[src/rtl/cpu_sequencer.sv]
// cpu_sequencer: eight-phase fetch/execute control sequencer for the 8-bit RISC CPU.
// A 3-bit phase counter steps through fetch (0-3) and execute (4-7); all memory,
// mux and load strobes are combinational decodes of phase, halted flag, opcode, zero.
module cpu_sequencer #(
  parameter int HALT_HOLD = 1
) (
  input  logic       clk,
  input  logic       rst_n,
  input  logic [2:0] opcode,
  input  logic       zero,
  output logic       sel,
  output logic       rd,
  output logic       wr,
  output logic       ld_ir,
  output logic       ld_ac,
  output logic       inc_pc,
  output logic       ld_pc,
  output logic       data_e,
  output logic       halt,
  output logic [2:0] phase
);

  localparam logic [2:0] OP_HLT = 3'd0;
  localparam logic [2:0] OP_SKZ = 3'd1;
  localparam logic [2:0] OP_ADD = 3'd2;
  localparam logic [2:0] OP_AND = 3'd3;
  localparam logic [2:0] OP_XOR = 3'd4;
  localparam logic [2:0] OP_LDA = 3'd5;
  localparam logic [2:0] OP_STO = 3'd6;
  localparam logic [2:0] OP_JMP = 3'd7;

  localparam logic HOLD_EN = (HALT_HOLD != 0);

  logic [2:0] r_phase;
  logic       r_halted;

  logic       w_aluop;
  logic       w_is_hlt;
  logic       w_enter_halt;

  assign w_aluop      = (opcode == OP_ADD) || (opcode == OP_AND) ||
                        (opcode == OP_XOR) || (opcode == OP_LDA);
  assign w_is_hlt     = (opcode == OP_HLT);
  // A held halt is entered from phase 4 and keeps the counter parked there.
  assign w_enter_halt = HOLD_EN && (r_phase == 3'd4) && w_is_hlt;

  // Phase counter and sticky halted flag; only reset leaves the halted state.
  always_ff @(posedge clk) begin
    if (!rst_n) begin
      r_phase  <= 3'd0;
      r_halted <= 1'b0;
    end else if (r_halted) begin
      r_phase  <= r_phase;
      r_halted <= 1'b1;
    end else if (w_enter_halt) begin
      r_phase  <= r_phase;
      r_halted <= 1'b1;
    end else begin
      r_phase  <= r_phase + 3'd1;
    end
  end

  // Strobe decode; reset forces everything low so no write can slip out.
  always_comb begin
    sel    = 1'b0;
    rd     = 1'b0;
    wr     = 1'b0;
    ld_ir  = 1'b0;
    ld_ac  = 1'b0;
    inc_pc = 1'b0;
    ld_pc  = 1'b0;
    data_e = 1'b0;
    halt   = 1'b0;
    phase  = 3'd0;
    if (rst_n) begin
      phase = r_phase;
      if (r_halted) begin
        halt = 1'b1;
      end else begin
        case (r_phase)
          3'd0: sel = 1'b1;
          3'd1: begin
            sel = 1'b1;
            rd  = 1'b1;
          end
          3'd2, 3'd3: begin
            sel   = 1'b1;
            rd    = 1'b1;
            ld_ir = 1'b1;
          end
          3'd4: begin
            halt   = w_is_hlt;
            inc_pc = !w_is_hlt;
          end
          3'd5: rd = w_aluop;
          3'd6: begin
            rd     = w_aluop;
            inc_pc = (opcode == OP_SKZ) && zero;
            ld_pc  = (opcode == OP_JMP);
            data_e = (opcode == OP_STO);
          end
          default: begin
            rd     = w_aluop;
            ld_ac  = w_aluop;
            ld_pc  = (opcode == OP_JMP);
            wr     = (opcode == OP_STO);
            data_e = (opcode == OP_STO);
          end
        endcase
      end
    end
  end

endmodule

[config.mk]
export PLATFORM = sky130hd
export DESIGN_NAME = cpu_sequencer
export DESIGN_NICKNAME = d
export VERILOG_FILES = /design/src/rtl/cpu_sequencer.sv
export SDC_FILE = /design/constraint.sdc
export NUM_CORES = 1
export LEC_CHECK = 0
export ABC_AREA = 1
export CAP_MARGIN = 20
export CORE_AREA = 2 2 39 41
export DETAILED_ROUTE_END_ITERATION = 10
export DIE_AREA = 0 0 41 43
export GPL_TIMING_DRIVEN = 0
export PLACE_DENSITY = 0.68
export SLEW_MARGIN = 20
export SYNTH_ARGS = -nofsm -noshare
export SYNTH_HDL_FRONTEND = slang
export SYNTH_SLANG_ARGS = --single-unit
[constraint.sdc]
create_clock -name clk -period 1.4 [get_ports clk]
set_input_delay 0.28 -clock clk [delete_from_list [all_inputs] [get_ports clk]]
set_output_delay 0.28 -clock clk [all_outputs]
set_load 0.05 [all_outputs]
# Yosys cells after proc, flatten, opt, wreduce, memory -nomap -nowiden
# Cells that the tools add are included.
# W data, S select, Z words.
# totals
register_bits,4
out_inout_bits,12
word_cells,63
# classes
add_sub_neg,1
eq_ne,13
muxes,30
bitwise,2
reduce_logical,15
# op_table
operator,count
$mux W1,27
$eq A3 B3 Y1 const B,7
$eq A3 B2 Y1 const B,4
$reduce_or A7 Y1,1
$eq A3 B1 Y1 const B,2
$logic_not A3 Y1,2
$reduce_or A6 Y1,1
$pmux W1 S2,2
$reduce_or A2 Y1,2
$reduce_or A4 Y1,1
$add A3 B1 Y3 const B,1
$logic_or A1 B1 Y1,3
$mux W3,1
$reduce_or A3 Y1,1
$logic_and A1 B1 Y1,2
$not A1 Y1,2
$reduce_and A2 Y1,1
$logic_not A1 Y1,1

# Longest topological paths before layout
# Gate-level depths: netlist of the first run.
# depth
depth_word,7
depth_mapped,9

# Worst setup path after synthesis of the first run
# No wires, ideal clock.
# synth_path
kind,register -> output
startpoint,reg r_phase[0]
endpoint,out data_e
t_arrival_ps,1700
path_slack_ps,-580
stages_incl_launch_ff,6
path_cell_list,dfxtp_1 > inv_1 > ha_1 > a21oi_4 > nand3b_1 > nor2_1
# synth_between
elab_chain_cells,5
word_cells_on_any_way,10
classes_between,eq/ne (5); mux (3); reduce/logical (2)
# synth_lines
item,line_no,rtl
start: declaration,34,logic [2:0] r_phase;
start signal: assignment,53,r_phase <= r_phase;
start signal: assignment,56,r_phase <= r_phase;
start signal: assignment,59,r_phase <= r_phase + 3'd1;
"$eq A3 B3 Y1, or another cell as far along",80,case (r_phase)
$reduce_or A6 Y1 (no line) *,-,
$mux W1 *,-,
$mux W1 *,77,if (r_halted) begin
$mux W1 *,75,if (rst_n) begin
end: declaration,18,"output logic data_e,"
# Mark *: on every way between the ends. The rest lies on a longest branch, timed or not.

# Worst setup path after layout of the first run
# layout_path
startpoint,reg r_phase[0]
endpoint,out ld_pc
# layout_between
elab_chain_cells,5
word_cells_on_any_way,10
classes_between,eq/ne (5); mux (3); reduce/logical (2)
# layout_lines
item,line_no,rtl
"$eq A3 B3 Y1, or another cell as far along",80,
$reduce_or A6 Y1 (no line) *,-,
$mux W1 *,-,
$mux W1 *,77,
$mux W1 *,75,
end: declaration,17,"output logic ld_pc,"
# Marked as above.

==> results of run 1 <==
[tightest hold or removal path, stage by stage]
cell           delay [ps]
dlygate4sd2_1         280
nand2_1                80
nor2_1                 30
[cell families (layout without fill, tap and decap cells)]
group | after synthesis | count (layout) | share of synthesized area (%)
adder cells (fa/ha/maj) | 5 | 5 | 13.9
flip-flops | 4 | 4 | 17.8
AND/OR/NAND/NOR | 35 | 35 | 38.7
buffers and inverters | 17 | 42 | 14.2
AO/OA/AOI/OAI | 11 | 11 | 15.3
[placed cells by master, fill, tap and decap left out]
cell and instances:
buf_2 2, nor2_4 6, inv_4 1, ha_2 1, dfxtp_4 2, clkbuf_1 1, nor2_1 4, inv_1 11
dfxtp_1 1, buf_8 2, a21oi_4 4, nand3_1 4, buf_4 4, nand3_2 1, dfxtp_2 1, buf_6 8
inv_2 5, o21ai_1 2, clkbuf_4 3, ha_4 3, nand3b_1 2, nand2_1 14, ha_1 1, o211ai_1 1
o21ai_0 1, and2_4 1, a21oi_1 3, nand3_4 1, nor2_2 1, nand4_1 1, clkdlybuf4s50_1 1, dlygate4sd2_1 4
[power breakdown]
part           internal [uW]  leakage (uW)  total (uW)  switching [uW]
Clock                    107     0.0000150         153            46.2
Combinational            211      0.000343         532             321
Sequential               137     0.0000345         170            32.7
[how the worst min path moves through the flow]
stage | cells past startpoint | from | endpoint | slack, ps
floorplan | 2 | rst_n | r_phase[0]$_SDFFE_PN0P_ | 390
global placement | 2 | r_phase[0]$_SDFFE_PN0P_ | r_phase[0]$_SDFFE_PN0P_ | 540
detailed placement | 2 | r_phase[0]$_SDFFE_PN0P_ | r_phase[0]$_SDFFE_PN0P_ | 550
CTS | 3 | rst_n | r_phase[0]$_SDFFE_PN0P_ | 470
global route | 3 | rst_n | r_phase[0]$_SDFFE_PN0P_ | 480
finish | 3 | rst_n | r_phase[0]$_SDFFE_PN0P_ | 470
[synthesized netlist by cell type (all sizes together)]
cell type	count	area, sq um
nand3b	2	15.0
nand2	14	52.6
nand4	1	6.26
o211ai	1	7.51
and2	1	6.26
ha	5	62.6
inv	17	63.8
nor2	11	51.3
dfxtp	4	80.1
nand3	6	42.5
o21ai	3	15.0
a21oi	7	46.3
[sequential cells by signal (all words and copies together), names as in the netlist]
name	count
r_phase	3
r_halted	1
[cell type report]
class,count,share of cell area [%]
timing repair buffer,21,24.7
sequential,4,10.7
inverter,17,7.98
clock buffer,4,3.16
multi-input combinational,51,51.1
tap,16,2.41
[what timing repair did]
action,CTS,global route
endpoints found under the setup margin,12,12
buffers inserted,4,0
pin swaps,8,0
resized for setup,86,10
[layer usage]
layer | GRT usage, % | wire length [um] | vias up
met4 | 8.00 | 0 | 0
met3 | 1.57 | 43 | 0
met2 | 27.8 | 662 | 13
met5 | 0 | 0 | -
li1 | - | - | 277
met1 | 17.6 | 418 | 239
[metrics by stage]
| step | std cells | power (uW) | util [%] | worst slack [ps] | area [sq um] |
|---|---|---|---|---|---|
| after global routing | 113 | 925 | 60.0 | -523 | 831 |
| after detailed placement | 105 | 643 | 53.5 | -1150 | 741 |
| after CTS | 113 | 859 | 59.9 | -452 | 828 |
| after floorplan | 72 | 516 | - | -213 | 551 |
| final | 113 | 855 | 60.0 | -430 | 831 |
| after global placement | 105 | 633 | 53.5 | -1150 | 741 |
==> metrics.yaml, run 1 <==
worst_setup_path:
  crit_chain: "ha_4 > ha_4 > a21oi_4 > nand3b_1 > nor2_4 > buf_8"
  cp_common_cell: "ha_4"
  cp.arrival_ps: 1550
  cpMaxStageDelayCell: "dfxtp_4"
  crit_required_ps: 1120
  path_buf_inv: 1
  critical-path-top-delay-family: "simple AND/OR/NAND/NOR gates"
  timing.rr.start: "r_phase[1]$_SDFFE_PN0P_"
  r2r_slack_ps: 190
  cp-startpoint: "r_phase[0]$_SDFFE_PN0P_"
  critical_path_class: "flip-flop to output port"
  critPathLaunchType: "flip-flop"
  endpoint: "ld_pc"
  path_depth: 6
  rr_endpoint: "r_phase[1]$_SDFFE_PN0P_"
  r2r_cells: 9
  crit_fanout: 4
  crit_path_end_kind: "output port"
  max_stage_delay_ps: 360
job:
  drv_cap: 0
floorplan:
  ios: 18
  die_y_um: 43
  coreArea_sq_um: 1380
  die_w_um: 41
  initial_core_util_pct: 32.5
  die-area_sq_um: 1760
  rows: 14
global_routing:
  grt_pass1_wl_um: 1980
  grt_pass1_vias: 496
  grt_start_max_net_pins: 8
  grt.total_usage_pct: 15.9
  antenna_found_initial: 0
  grt-ovfl-total: 0
timing:
  worstMarginPinSlew_ps: 478
  skew_ps: 8.36
  fin_ws_ps: -430
  slew_violations: 0
  max-slew-margin-rel_pct: 68.0
  fin_crit_sh_pct: 131
  rsz0062_at_grt: "yes"
  max_clock_freq_ghz: 0.547
  final.setup.tns_ps: -3310
  fin_hold_ws_ps: 471
  min_period_ps: 1830
  setup_viol: 9
  hold_viol: 0
cells_and_area:
  fillers: 139
  multi_input_area_sq_um: 424
  n_antenna_cell: 0
  synthToLayoutAreaGrowth_pct: 85.0
  nets: 109
  drive_above_1_share_pct: 47.4
  ff_latch_area_sq_um: 88.8
synthesis:
  ys_seq_area_share_pct: 17.8
  syn_avg_cell_area_sq_um: 6.24
  ys_ff_latch: 4
  yosysWarnings: 0
  synthesis.instances: 72
  syn_area_sq_um: 449
  netlist-cell-type-count: 17
  syn_nets: 83
clock_network:
  clk_latency_ps: 230
  clk_pin_slew_ps: 40
  cts-htree-levels: 1
  numClockSinks: 4
  cts_buffers: 3
  tritoncts: "done"
  hold_buffers: 0
  clock_path_buffers: 2
  root_buffer: "clkbuf_4"
hold_path:
  hold_path_class: "primary input to flip-flop"
place:
  place_congestion: 0.700
  hpwl_um: 890
  io_buffer_count: 17
pwr:
  powerDensity_nw_per_um2: 1030
  p_leak_uw: 0.000393
  ir_drop_uv: 608
run_status:
  violations: "negative setup slack"
  status: "finished, violations left"
detailed_routing:
  finalWirelength_um: 1120
  vias_per_cell: 4.68
  first_iter_violations: 4
  num_vias: 529
  dr.pass1.iters: 3
  wire_per_inst_um: 9.95
  ant_nets: 0
  post-route-drc-count: 0
(Power assumes the default switching activity.)
==> run 2, diff against run 1 <==
Settings changed: ABC_AREA 1 to 0.
==> metrics.yaml, run 2 <==
cells_and_area:
  largest_register_ffs: 3  # unchanged
  final_cell_area_sq_um: 1030  # +23%
  regMostFlops: "r_phase"
  fillers: 113  # -19%
  layout_common_cells: "12 x buf_6, 11 x buf_4, 5 x ha_4"
  drive_above_1_share_pct: 70.8  # +23 points
  final_cells: 105  # -7.1%
  synthToLayoutAreaGrowth_pct: 130
  top_regs: "r_phase (3), r_halted (1)"
  nets: 101  # -7.3%
  final_common_cell: "buf_6"
  n_antenna_cell: 0  # unchanged
global_routing:
  grtUsageMet1_pct: 19.0  # +1.4 points
  grt_pass1_vias: 464  # -6.5%
  gr-max-usage-layer: "met2"
  antenna_found_initial: 0  # unchanged
  grt.met3_usage_pct: 6.28  # +4.7 points
  grt_start_max_net_pins: 8  # unchanged
  use_met2_pct: 26.6  # -1.3 points
  grt.total_usage_pct: 16.3  # +0.33 points
  grt_pass1_wl_um: 1930  # -2.8%
  grt-ovfl-total: 0  # unchanged
detailed_routing:
  ant_nets: 0  # unchanged
  num_vias: 558  # +5.5%
  finalWirelength_um: 1620  # +44%
  wire_per_inst_um: 15.4  # +55%
  dr.pass1.iters: 4  # +1
  post-route-drc-count: 0  # unchanged
  first_iter_violations: 6  # +2
  vias_per_cell: 5.31  # +14%
job:
  drv_cap: 0  # unchanged
clock_network:
  numClockSinks: 4  # unchanged
  clock_path_buffers: 2  # unchanged
  root_buffer: "clkbuf_4"
  cts_buffers: 3  # unchanged
  cts-htree-levels: 1  # unchanged
  hold_buffers: 0  # unchanged
  clk_pin_slew_ps: 40  # about the same
  clk_latency_ps: 240  # about the same
  tritoncts: "done"
run_status:
  violations: "negative setup slack"
  status: "finished, violations left"
timing:
  hold_viol: 0  # unchanged
  setup_viol: 11  # +2
  min_period_ps: 1980  # +151 ps
  fin_ws_ps: -580  # -151 ps
  fin_crit_sh_pct: 141  # +11 points
  skew_ps: 9.65  # +1.29 ps
  max-slew-margin-rel_pct: 72.8  # +4.9 points
  rsz0062_at_grt: "yes"
  final.setup.tns_ps: -4310  # -999 ps
  slew_violations: 0  # unchanged
  worstMarginPinSlew_ps: 408  # -70.9 ps
  max_clock_freq_ghz: 0.505  # -7.6%
floorplan:
  initial_core_util_pct: 32.3  # -0.18 points
  die_y_um: 43  # unchanged
  rows: 14  # unchanged
  die-area_sq_um: 1760  # unchanged
  coreArea_sq_um: 1380  # unchanged
  die_w_um: 41  # unchanged
  ios: 18  # unchanged
synthesis:
  synthesis.instances: 55  # -24%
  syn_nets: 66  # -20%
  synth_top_cell_area_share_pct: 17.9  # +0.10 points
  syn_area_sq_um: 447  # -0.56%
  syn_avg_cell_area_sq_um: 8.12  # +30%
  synth-async-reset-ratio_pct: 0  # unchanged
  yosysTopAreaCell: "dfxtp_1"
  ys_seq_area_share_pct: 17.9  # +0.10 points
  netlist-cell-type-count: 28  # +11
  synth_edf_count: 0  # unchanged
  synth.area.top_cells: "dfxtp_1 18%, ha_1 14%, a2111oi_4 6.2%, nor2b_1 5.6%, inv_1 4.2%"
  yosysWarnings: 0  # unchanged
  ys.flop_type: "dfxtp_1"
  ys_ff_latch: 4  # unchanged
  ys_top_cells_by_count: "5 x ha_1, 5 x inv_1, 4 x dfxtp_1, 4 x nand2_1, 4 x nor2b_1"
pwr:
  p_leak_uw: 0.000419  # +6.7%
  powerDensity_nw_per_um2: 1840  # +79%
  finalPower_uw: 1890  # +120%
  ir_drop_uv: 981  # +61%
worst_setup_path:
  r2r_slack_ps: -20  # -210 ps
  critical_path_class: "flip-flop to output port"
  timing.rr.start: "r_phase[2]$_SDFFE_PN0P_"
  crit_path_end_kind: "output port"
  r2r_cells: 5  # -4
  cp.arrival_ps: 1700  # +150 ps
  critPathLaunchType: "flip-flop"
  crit_fanout: 4  # unchanged
  rr_endpoint: "r_phase[0]$_SDFFE_PN0P_"
  crit_required_ps: 1120  # about the same
place:
  dpl_worst_slack_ps: -1440  # -286 ps
  placed_area_sq_um: 727  # -1.9%
  placed_cells: 88  # -16%
  place_congestion: 0.718  # +2.7%
  hpwl_um: 860  # -3.4%
  io_buffer_count: 17  # unchanged
hold_path:
  hold_path_end: "r_phase[1]$_SDFFE_PN0P_"
  hold_start: "rst_n"
  hold_path_class: "primary input to flip-flop"
  min_path_cells: 4  # +1
[run 2: cell count changes after synthesis, sizes merged, moves of 3 or more]
cell and change:
nor2b +4, nand3 -4, nor2 -8, nor3 +3, a21oi -5, inv -12, nand2 -10
[run 2: layer usage]
| layer | up-vias | wire length, um |
|---|---|---|
| li1 | 271 | - |
| met1 | 264 | 643 |
| met2 | 23 | 889 |
| met3 | 0 | 84 |
| met4 | 0 | 0 |
| met5 | - | 0 |
[run 2: critical path, cell delays in order, from the launching register on]
cell	delay, ps
dfxtp_4	390
inv_4	60
ha_4	180
a2111oi_4	390
nor3b_4	250
buf_6	180
[run 2: worst max-delay path by stage]
stage	slack [ps]	startpoint	cells after the start	end
2_1_floorplan	-420	r_phase[2]$_SDFFE_PN0P_	3	inc_pc
3_3_place_gp	-1430	opcode[2]	5	inc_pc
3_5_place_dp	-1440	opcode[2]	5	inc_pc
4_1_cts	-600	r_phase[1]$_SDFFE_PN0P_	5	data_e
5_1_grt	-640	r_phase[0]$_SDFFE_PN0P_	5	data_e
6_report	-580	r_phase[0]$_SDFFE_PN0P_	5	data_e
[run 2: metrics by stage]
stage	hold slack, ps	util [%]
final	610	74.1
after global routing	631	74.1
after global placement	521	52.5
after detailed placement	535	52.5
after floorplan	466	-
after CTS	551	67.8
[run 2: cell families after synthesis]
family | after synthesis | share of synthesized area [%]
xor gates and xnor gates | 1 | 1.96
muxes | 1 | 2.24
adders and majority gates | 5 | 14.0
AOI/OAI and AO/OA | 13 | 25.5
DFF | 4 | 17.9
buffers and inverters | 6 | 5.32
and+or+nand+nor | 25 | 33.1
[run 2: final cells by class]
| cell class | count | area, sq um | share of cell area (%) |
|---|---|---|---|
| tap | 16 | 20.0 | 1.95 |
| sequential | 4 | 91.3 | 8.90 |
| clock buffer | 4 | 26.3 | 2.56 |
| buffer | 1 | 11.3 | 1.10 |
| inverter | 5 | 26.3 | 2.56 |
| timing repair buffer | 30 | 283 | 27.6 |
| multi-input combinational | 45 | 568 | 55.4 |
[run 2: power by group]
group	internal (uW)	switching [uW]	total [uW]
Sequential	174	105	279
Clock	107	53.3	161
Combinational	678	774	1450
Total	959	932	1890
[run 2: what timing repair did]
item,CTS,global route
buffers inserted,10,4
pin swaps,4,6
setup endpoints to repair,15,13
gates resized for setup,105,20
